**config.mk**
```make
export PLATFORM = sky130hd
export DESIGN_NAME = fft_host_ctrl_flat
export DESIGN_NICKNAME = d
export VERILOG_FILES = /design/src/rtl/fft_host_ctrl_if.sv /design/src/rtl/fft_host_ctrl.sv /design/src/flat_wrapper.sv
export SDC_FILE = /design/constraint.sdc
export NUM_CORES = 1
export LEC_CHECK = 0
export CAP_MARGIN = 20
export CORE_ASPECT_RATIO = 1.2
export CORE_MARGIN = 4
export CORE_UTILIZATION = 50
export DETAILED_ROUTE_END_ITERATION = 8
export DONT_BUFFER_PORTS = 1
export SYNTH_ARGS = -nofsm -noshare
export SYNTH_HDL_FRONTEND = slang
export SYNTH_SLANG_ARGS = --single-unit
```
**constraint.sdc**
```tcl
create_clock -name clk -period 3.12 [get_ports clk]
set_clock_uncertainty 0.15 [all_clocks]
set_input_delay 0.624 -clock clk [delete_from_list [all_inputs] [get_ports clk]]
set_output_delay 0.624 -clock clk [all_outputs]
set_load 0.02 [all_outputs]
```
**src/rtl/fft_host_ctrl_if.sv**
```systemverilog
// fft_host_ctrl_if
//   Bundles the streaming sample input, the streaming bin output and the
//   FFT core memory/control port of fft_host_ctrl.
//   master : the controller side (fft_host_ctrl itself)
//   slave  : the environment side (sample source, bin sink, FFT core)
//   Parameters: LOGN = log2 of transform length, CW = complex word width.
interface fft_host_ctrl_if #(
    parameter int LOGN = 10,
    parameter int CW   = 64
);
    logic            s_valid;
    logic            s_ready;
    logic [CW-1:0]   s_data;
    logic            m_valid;
    logic            m_ready;
    logic [CW-1:0]   m_data;
    logic            m_last;
    logic            fft_we;
    logic            fft_rev;
    logic [LOGN-1:0] fft_addr;
    logic [CW-1:0]   fft_din;
    logic [CW-1:0]   fft_dout;
    logic            fft_sig;
    logic            fft_done;
    logic            err;

    modport master (
        input  s_valid, s_data, m_ready, fft_dout, fft_done,
        output s_ready, m_valid, m_data, m_last,
               fft_we, fft_rev, fft_addr, fft_din, fft_sig, err
    );

    modport slave (
        output s_valid, s_data, m_ready, fft_dout, fft_done,
        input  s_ready, m_valid, m_data, m_last,
               fft_we, fft_rev, fft_addr, fft_din, fft_sig, err
    );
endinterface

```
**src/rtl/fft_host_ctrl.sv**
```systemverilog
// fft_host_ctrl
//   Host-side sequencer for an in-place FFT core. Streams N samples into the
//   core memory (bit-reversed addressing), pulses the core start, waits for
//   completion under a watchdog, then reads the N bins back in natural order
//   through a 2-entry skid FIFO onto a valid/ready output stream.
//   Ports:
//     clk   : clock, rising edge
//     rst_n : asynchronous active-low reset
//     bus   : fft_host_ctrl_if.master (sample in, bin out, core port, err)
//   Parameters: LOGN (log2 N), CW (complex word width), TMO (watchdog cycles)
module fft_host_ctrl #(
    parameter int LOGN = 10,
    parameter int CW   = 64,
    parameter int TMO  = 65535
) (
    input  logic            clk,
    input  logic            rst_n,
    fft_host_ctrl_if.master bus
);
    localparam int              N        = 1 << LOGN;
    localparam int              WDW      = $clog2(TMO + 1);
    localparam logic [LOGN-1:0] LAST_IDX = LOGN'(N - 1);
    localparam logic [WDW-1:0]  WD_LIMIT = WDW'(TMO - 1);

    typedef enum logic [2:0] {
        IDLE,
        LOAD,
        START,
        WAIT,
        READ,
        DRAIN
    } state_t;

    state_t          state, state_nxt;
    logic [LOGN-1:0] cnt;
    logic [LOGN-1:0] rp;
    logic [WDW-1:0]  wd;
    logic            err_q;

    // Read issued last cycle: its data is on fft_dout this cycle.
    logic            rd_pend;
    logic            rd_pend_last;

    logic [CW-1:0]   fifo_data [2];
    logic            fifo_last [2];
    logic            wr_ptr;
    logic            rd_ptr;
    logic [1:0]      occ;

    logic            load_hs;
    logic            rd_issue;
    logic            wd_expire;
    logic            push;
    logic            pop;

    assign push        = rd_pend;
    assign pop         = bus.m_valid && bus.m_ready;
    assign bus.m_valid = (occ != 2'd0);
    assign bus.m_data  = fifo_data[rd_ptr];
    assign bus.m_last  = (occ != 2'd0) && fifo_last[rd_ptr];
    assign bus.err     = err_q;

    always_comb begin
        state_nxt    = state;
        bus.s_ready  = 1'b0;
        bus.fft_we   = 1'b0;
        bus.fft_rev  = 1'b0;
        bus.fft_addr = '0;
        bus.fft_din  = '0;
        bus.fft_sig  = 1'b0;
        load_hs      = 1'b0;
        rd_issue     = 1'b0;
        wd_expire    = 1'b0;
        case (state)
            IDLE: state_nxt = LOAD;
            LOAD: begin
                bus.s_ready = 1'b1;
                if (bus.s_valid) begin
                    load_hs      = 1'b1;
                    bus.fft_we   = 1'b1;
                    bus.fft_rev  = 1'b1;
                    bus.fft_addr = cnt;
                    bus.fft_din  = bus.s_data;
                    if (cnt == LAST_IDX) begin
                        state_nxt = START;
                    end
                end
            end
            START: begin
                bus.fft_sig = 1'b1;
                state_nxt   = WAIT;
            end
            WAIT: begin
                if (bus.fft_done) begin
                    state_nxt = READ;
                end else if (wd == WD_LIMIT) begin
                    wd_expire = 1'b1;
                    state_nxt = IDLE;
                end
            end
            READ: begin
                bus.fft_addr = rp;
                // Only issue when, after this cycle's push/pop, the FIFO can
                // still absorb next cycle's returning word without a pop.
                if (({1'b0, occ} + {2'b00, rd_pend} - {2'b00, pop}) < 3'd2) begin
                    rd_issue = 1'b1;
                    if (rp == LAST_IDX) begin
                        state_nxt = DRAIN;
                    end
                end
            end
            DRAIN: begin
                if (pop && bus.m_last) begin
                    state_nxt = IDLE;
                end
            end
            default: state_nxt = IDLE;
        endcase
    end

    // cnt and rp are LOGN bits wide, so incrementing past N-1 wraps to 0.
    always_ff @(posedge clk or negedge rst_n) begin
        if (!rst_n) begin
            state        <= IDLE;
            cnt          <= '0;
            rp           <= '0;
            wd           <= '0;
            err_q        <= 1'b0;
            rd_pend      <= 1'b0;
            rd_pend_last <= 1'b0;
        end else begin
            state        <= state_nxt;
            rd_pend      <= rd_issue;
            rd_pend_last <= rd_issue && (rp == LAST_IDX);
            if (load_hs) begin
                cnt <= cnt + 1'b1;
            end
            if (rd_issue) begin
                rp <= rp + 1'b1;
            end
            if (state == START) begin
                wd <= '0;
            end else if (state == WAIT) begin
                wd <= wd + 1'b1;
            end
            if (wd_expire) begin
                err_q <= 1'b1;
            end
        end
    end

    always_ff @(posedge clk or negedge rst_n) begin
        if (!rst_n) begin
            fifo_data[0] <= '0;
            fifo_data[1] <= '0;
            fifo_last[0] <= 1'b0;
            fifo_last[1] <= 1'b0;
            wr_ptr       <= 1'b0;
            rd_ptr       <= 1'b0;
            occ          <= 2'd0;
        end else begin
            if (push) begin
                fifo_data[wr_ptr] <= bus.fft_dout;
                fifo_last[wr_ptr] <= rd_pend_last;
                wr_ptr            <= ~wr_ptr;
            end
            if (pop) begin
                rd_ptr <= ~rd_ptr;
            end
            occ <= occ + {1'b0, push} - {1'b0, pop};
        end
    end
endmodule

```
**src/flat_wrapper.sv**
```systemverilog
// flat-port wrapper written by rule: the top's interface ports become plain ports
module fft_host_ctrl_flat 
#(
    parameter int LOGN = 10,
    parameter int CW   = 64,
    parameter int TMO  = 65535
)
  (clk, rst_n, bus_s_valid, bus_s_data, bus_m_ready, bus_fft_dout, bus_fft_done, bus_s_ready, bus_m_valid, bus_m_data, bus_m_last, bus_fft_we, bus_fft_rev, bus_fft_addr, bus_fft_din, bus_fft_sig, bus_err);
  fft_host_ctrl_if #(.LOGN(LOGN), .CW(CW)) bus_i ();
  input  logic clk;
  input  logic rst_n;
  input wire logic [$bits(bus_i.s_valid)-1:0] bus_s_valid;
  input wire logic [$bits(bus_i.s_data)-1:0] bus_s_data;
  input wire logic [$bits(bus_i.m_ready)-1:0] bus_m_ready;
  input wire logic [$bits(bus_i.fft_dout)-1:0] bus_fft_dout;
  input wire logic [$bits(bus_i.fft_done)-1:0] bus_fft_done;
  output wire logic [$bits(bus_i.s_ready)-1:0] bus_s_ready;
  output wire logic [$bits(bus_i.m_valid)-1:0] bus_m_valid;
  output wire logic [$bits(bus_i.m_data)-1:0] bus_m_data;
  output wire logic [$bits(bus_i.m_last)-1:0] bus_m_last;
  output wire logic [$bits(bus_i.fft_we)-1:0] bus_fft_we;
  output wire logic [$bits(bus_i.fft_rev)-1:0] bus_fft_rev;
  output wire logic [$bits(bus_i.fft_addr)-1:0] bus_fft_addr;
  output wire logic [$bits(bus_i.fft_din)-1:0] bus_fft_din;
  output wire logic [$bits(bus_i.fft_sig)-1:0] bus_fft_sig;
  output wire logic [$bits(bus_i.err)-1:0] bus_err;
  assign bus_i.s_valid = bus_s_valid;
  assign bus_i.s_data = bus_s_data;
  assign bus_i.m_ready = bus_m_ready;
  assign bus_i.fft_dout = bus_fft_dout;
  assign bus_i.fft_done = bus_fft_done;
  assign bus_s_ready = bus_i.s_ready;
  assign bus_m_valid = bus_i.m_valid;
  assign bus_m_data = bus_i.m_data;
  assign bus_m_last = bus_i.m_last;
  assign bus_fft_we = bus_i.fft_we;
  assign bus_fft_rev = bus_i.fft_rev;
  assign bus_fft_addr = bus_i.fft_addr;
  assign bus_fft_din = bus_i.fft_din;
  assign bus_fft_sig = bus_i.fft_sig;
  assign bus_err = bus_i.err;
  fft_host_ctrl #(.LOGN(LOGN), .CW(CW), .TMO(TMO)) u_core (.clk(clk), .rst_n(rst_n), .bus(bus_i));
endmodule
```
# Yosys cells after proc, flatten, opt, wreduce, memory -nomap -nowiden
# Cells that the tools add are included.
[totals]
register_bits = 176
input_bits = 133
output_inout_bits = 145
[op_classes]
add_sub_neg = 7
magnitude_cmp = 4
n_eq_ne = 14
mux = 35
n_bitwise = 4
n_reduce_logical = 9
[ops]
columns = ["cell", "count"]
rows = [
  ["2-to-1 mux 64 bit", 6],
  ["bitwise mux 128 bit", 1],
  ["demux 64 bit (select 1 bit)", 1],
  ["2-to-1 mux 16 bit", 2],
  ["2-to-1 mux 3 bit", 7],
  ["adder 10 x 1 -> 10 bit (second input constant)", 2],
  ["equality test 10 bit (second input constant)", 2],
  ["case mux 10 bit (2 select lines)", 1],
  ["case mux 3 bit (6 select lines)", 1],
  ["adder 16 x 1 -> 16 bit (second input constant)", 1],
  ["equality test 16 bit (second input constant)", 1],
  ["2-to-1 mux 1 bit", 13],
  ["2-to-1 mux 10 bit", 1],
  ["inequality test 2 x 1 -> 1 bit (second input constant)", 4],
  ["equality test 3 x 2 -> 1 bit (second input constant)", 2],
  ["equality test 3 bit (second input constant)", 2],
  ["AND reduction 6 bit", 1],
  ["logical AND 1 bit", 5],
  [">= comparator 2 bit (second input constant)", 2],
  ["inverter 1 -> 2 bit", 2],
  ["nonzero test 2 bit", 2],
  ["adder 2 x 1 -> 3 bit", 1],
  ["equality test 3 x 1 -> 1 bit (second input constant)", 1],
  ["logical NOT 3 bit", 1],
  ["other kinds (10)", 11],
]

# Logic depth before layout (Yosys ltp)
[logic_depth]
ltp_word = 8
mapped_depth = 10

# Worst setup path after synthesis
# No wires, ideal clock.
[synth_path]
kind = "input-to-reg"
startpoint = "input port bus_m_ready"
endpoint = "register u_core.rp[1]"
setup_ns = 0.125
arrival_ns = 2.595
slack_ns = 0.251
cell_stages = 9
cell_sequence = "o21ai_0 -> inv_1 -> ha_1 -> inv_1 -> ha_1 -> fa_1 -> xnor2_1 -> nor3_2 -> mux2_2"
[synth_via]
elab_chain_len = 5
[synth_rtl]
columns = ["element", "line_no", "text"]
rows = [
  ["from (decl)", "flat_wrapper.sv:14", "input wire logic [$bits(bus_i.m_ready)-1:0] bus_m_ready;"],
  ["logical AND 1 bit", "fft_host_ctrl.sv:57", "assign pop = bus.m_valid && bus.m_ready;"],
  ["named net u_core.pop", "fft_host_ctrl.sv:54", "logic pop;"],
  ["subtractor 3 x 1 -> 3 bit", "fft_host_ctrl.sv:105", "if (({1'b0, occ} + {2'b00, rd_pend} - {2'b00, pop}) < 3'd2) begin"],
  ["< comparator 3 x 2 -> 1 bit", "fft_host_ctrl.sv:105", ""],
  ["2-to-1 mux 1 bit", "fft_host_ctrl.sv:105", ""],
  ["2-to-1 mux 1 bit", "fft_host_ctrl.sv:74", "case (state)"],
  ["named net u_core.rd_issue", "fft_host_ctrl.sv:51", "logic rd_issue;"],
  ["to (signal assigned)", "fft_host_ctrl.sv:139", "rp <= rp + 1'b1;"],
  ["to (decl)", "fft_host_ctrl.sv:36", "logic [LOGN-1:0] rp;"],
]
# The timed path passes the listed nets, and every way through them passes these cells.
# A chain may end at the register's enable or synchronous reset.

# Worst setup path after layout
[layout_path]
startpoint = "register u_core.occ[1]"
endpoint = "register u_core.rp[1]"
[layout_via]
elab_chain_len = 6
[layout_rtl]
columns = ["element", "line_no", "text"]
rows = [
  ["from (decl)", "fft_host_ctrl.sv:48", "logic [1:0] occ;"],
  ["from (signal assigned)", "fft_host_ctrl.sv:170", "occ <= occ + {1'b0, push} - {1'b0, pop};"],
  ["nonzero test 2 bit", "fft_host_ctrl.sv:58", "assign bus.m_valid = (occ != 2'd0);"],
  ["logical AND 1 bit", "fft_host_ctrl.sv:57", ""],
  ["named net u_core.pop", "fft_host_ctrl.sv:54", ""],
  ["subtractor 3 x 1 -> 3 bit", "fft_host_ctrl.sv:105", ""],
  ["< comparator 3 x 2 -> 1 bit", "fft_host_ctrl.sv:105", ""],
  ["2-to-1 mux 1 bit", "fft_host_ctrl.sv:105", ""],
  ["2-to-1 mux 1 bit", "fft_host_ctrl.sv:74", ""],
  ["named net u_core.rd_issue", "fft_host_ctrl.sv:51", ""],
]
# The timed path passes the listed nets, and every way through them passes these cells.

==> impl_metrics.py <==
metrics = {
    "status": {
        "status": "finished, violations left",
        "violations": "hold timing",
    },
    "cts": {
        "clockBufferDepth": 2,
        "cts_tree": "yes",
        "root_buffer": "clkbuf_16",
        "path_clk_slew_ns": 0.07,
        "cts.sinks": 176,
        "cts_buffers": 17,
        "htree_levels": 4,
        "clock_latency_ns": 0.42,
    },
    "worst_setup_path": {
        "worstPathArrival_ns": 3.06,
        "end_kind": "flip-flop",
        "cp_max_fo": 4,
        "critPathKind": "reg2reg",
        "cp-start-kind": "flip-flop",
        "required_ns": 3.28,
    },
    "route": {
        "drt_pass1_iterations": 4,
        "viasPerCell": 5.74,
        "detail-route-antenna-nets": 0,
        "drtIter0Drc": 238,
        "drc_errors": 0,
        "num_vias": 4923,
        "wl_per_cell_um": 20.8,
        "routed_wl_mm": 17.9,
    },
    "pwr": {
        "clock_power_share": 0.239,
        "p_comb_frac": 0.378,
        "powerDensity_nw_per_um2": 1030,
        "p_sw_frac": 0.370,
        "power_switching_w": 0.00353,
        "seqPwrFrac": 0.383,
        "vdd_drop_max_mv": 0.484,
        "p_leak_nw": 4.11,
        "intPower_w": 0.00601,
    },
    "layout": {
        "drive_gt1_frac": 0.385,
        "fin_util": 0.567,
        "diodes": 0,
        "nets": 773,
        "syn_to_final_growth_pct": 10.9,
        "final_common_cell": "mux2_2",
        "layout_common_cells": "196 x mux2_2, 175 x dfrtp_1, 66 x and2_1, 22 x nand2_1, 17 x clkbuf_16",
    },
    "timing": {
        "fin_crit_ns": 2.90,
        "fin_ws_ns": 0.219,
        "fmax_mhz": 345,
        "finalSetupViolCount": 0,
        "max_slew_margin": 0.529,
        "hold-worst-slack_ns": -0.255,
        "slew_violations": 0,
        "rsz0062_at_grt": "false",
        "setup_tns_ns": 0,
        "final_hold_viol_count": 176,
        "worst-slew-pin-transition_ns": 0.704,
        "fin_crit_sh": 0.930,
    },
    "yosys": {
        "synth_edf_count": 0,
        "muxShareOfSynthArea": 0.271,
        "synth-seq-area-share": 0.527,
        "synth-async-reset-ratio": 1.00,
        "yosys_warnings": 0,
        "synthFlopType": "dfrtp_1",
        "synthSimpleGateAreaFrac": 0.111,
        "synthesis.nets": 782,
        "synth_top_family_by_area": "multiplexers",
        "netlist_instances": 642,
        "synth.distinct_cells": 45,
        "synth_fa_ha_area_frac": 0.0114,
        "syn-mean-instance-area_um2": 13.0,
        "synthXorXnorAreaFrac": 0.0241,
        "ys_ff_latch": 176,
        "synthTopCellsByArea": "dfrtp_1 53%, mux2_2 26%, and2_1 4.9%",
        "synth_top_area_cell": "dfrtp_1",
        "synth_compound_area_frac": 0.0313,
        "synth_top_area_share": 0.527,
        "netlist_area_um2": 8350,
    },
    "run": {
        "cap_violations": 0,
    },
    "die": {
        "dieArea_um2": 18800,
        "boundaryPins": 278,
        "die_h_um": 150,
        "rows": 51,
        "core_um2": 16300,
        "die_x_um": 126,
        "start_util": 0.511,
    },
    "global_routing": {
        "overflow": 0,
        "grt_max_degree": 177,
        "grt_usage": 0.194,
        "grt_pass1_wl_mm": 29.1,
        "antenna_found_initial": 0,
        "first_global_vias": 5410,
    },
    "min_path": {
        "hold_path.class": "in2async",
    },
    "place": {
        "dp_slack_ns": 0.150,
        "hpwl_mm": 12.9,
        "portBuffers": 0,
        "gp_congestion": 0.769,
    },
}
power groups by stage:
| stage | logic (W) | registers (W) | clock network [W] |
|---|---|---|---|
| after floorplan | 0.00323 | 0.00344 | 0 |
| after global placement | 0.00360 | 0.00363 | 0 |
| after detailed placement | 0.00365 | 0.00369 | 0 |
| after CTS | 0.00367 | 0.00365 | 0.00234 |
| after global routing | 0.00386 | 0.00377 | 0.00244 |
| final | 0.00361 | 0.00365 | 0.00228 |
metrics by stage:
| step | total power [W] | std cells | cell area, µm² |
|---|---|---|---|
| floorplan | 0.00666 | 642 | 8350 |
| global placement | 0.00723 | 826 | 8620 |
| detailed placement | 0.00735 | 826 | 8620 |
| CTS | 0.00966 | 858 | 9260 |
| global route | 0.0101 | 858 | 9260 |
| finish | 0.00953 | 858 | 9260 |
sequential cells by signal (all words and copies together), names as in the netlist:
signal               flops
u_core.rd_pend_last      1
u_core.rp               10
u_core.occ               2
u_core.wr_ptr            1
u_core.fifo_last         2
u_core.fifo_data       128
u_core.state             3
u_core.push              1
u_core.wd               16
u_core.rd_ptr            1
u_core.cnt              10
u_core.bus.err           1
timing repair:
item                      CTS  global route
gates resized for setup     0             0
buffers inserted            0             0
hold endpoints to repair  176           176
cell type report:
| class | instances | area, µm² |
|---|---|---|
| fillers | 1345 | 7070 |
| well taps | 212 | 265 |
| clock inverters | 14 | 206 |
| clock buffers | 18 | 439 |
| inverters | 11 | 41.3 |
| multi-input cells | 418 | 3770 |
| flip-flops and latches | 176 | 4410 |
| repair buffers | 9 | 130 |
final timing paths:
kind                            slack, ns                     to                 start  cells after the start
worst max register to register       0.22           u_core.rp[1]         u_core.occ[1]                      9
max in group asynchronous            2.82  u_core.fifo_data[125]                 rst_n                      0
worst min register to register       0.35   u_core.fifo_data[34]  u_core.fifo_data[34]                      1
worst min-delay path                -0.26  u_core.fifo_data[100]                 rst_n                      0
worst max-delay path                 0.22           u_core.rp[1]         u_core.occ[1]                      9
min in group clk                     0.20   u_core.fifo_data[45]      bus_fft_dout[45]                      1
worst max-delay path, stage by stage, from the launching register on:
cell	delay, ns
dfrtp_1	0.41
o21ai_0	0.25
inv_1	0.08
ha_1	0.28
inv_1	0.03
ha_1	0.18
fa_1	0.38
xnor2_1	0.58
nor3_2	0.15
mux2_2	0.31
cells by family after synthesis:
| logic type | count (synthesis) |
|---|---|
| mux | 202 |
| flops | 176 |
| simple gates | 150 |
| buf+inv | 48 |
| compound gates | 36 |
| xor+xnor | 23 |
| fa+ha+maj | 7 |
metal layers:
layer  part of all wire  vias up  track usage  wire, µm
li1                   -     2245            -         -
met1               0.38     2468        0.228      6870
met2               0.52      192        0.335      9320
met3              0.081       18       0.0675      1450
met4              0.012        0       0.0579       208
met5                  0        -            0         0
Yosys cell counts, types with 2 or more instances:
| cell type | count |
|---|---|
| mux2_2 | 196 |
| nor4_4 | 2 |
| o31ai_1 | 3 |
| xnor2_1 | 15 |
| o21ai_0 | 8 |
| nand2_1 | 23 |
| nor3_1 | 3 |
| buf_1 | 3 |
| a21oi_1 | 4 |
| a22o_1 | 11 |
| ha_1 | 6 |
| or3_1 | 2 |
| o311ai_0 | 3 |
| nand3_1 | 13 |
| nand4_1 | 10 |
| buf_2 | 11 |
| clkbuf_1 | 22 |
| xor2_1 | 8 |
| nor2_1 | 7 |
| mux2i_1 | 6 |
| o211ai_1 | 2 |
| inv_1 | 11 |
| and2_1 | 66 |
| nor4_1 | 3 |
| nor2b_1 | 4 |
| dfrtp_1 | 176 |
| and3_1 | 3 |
| and4_1 | 4 |
No activity file was read; power rests on OpenSTA's default activity.
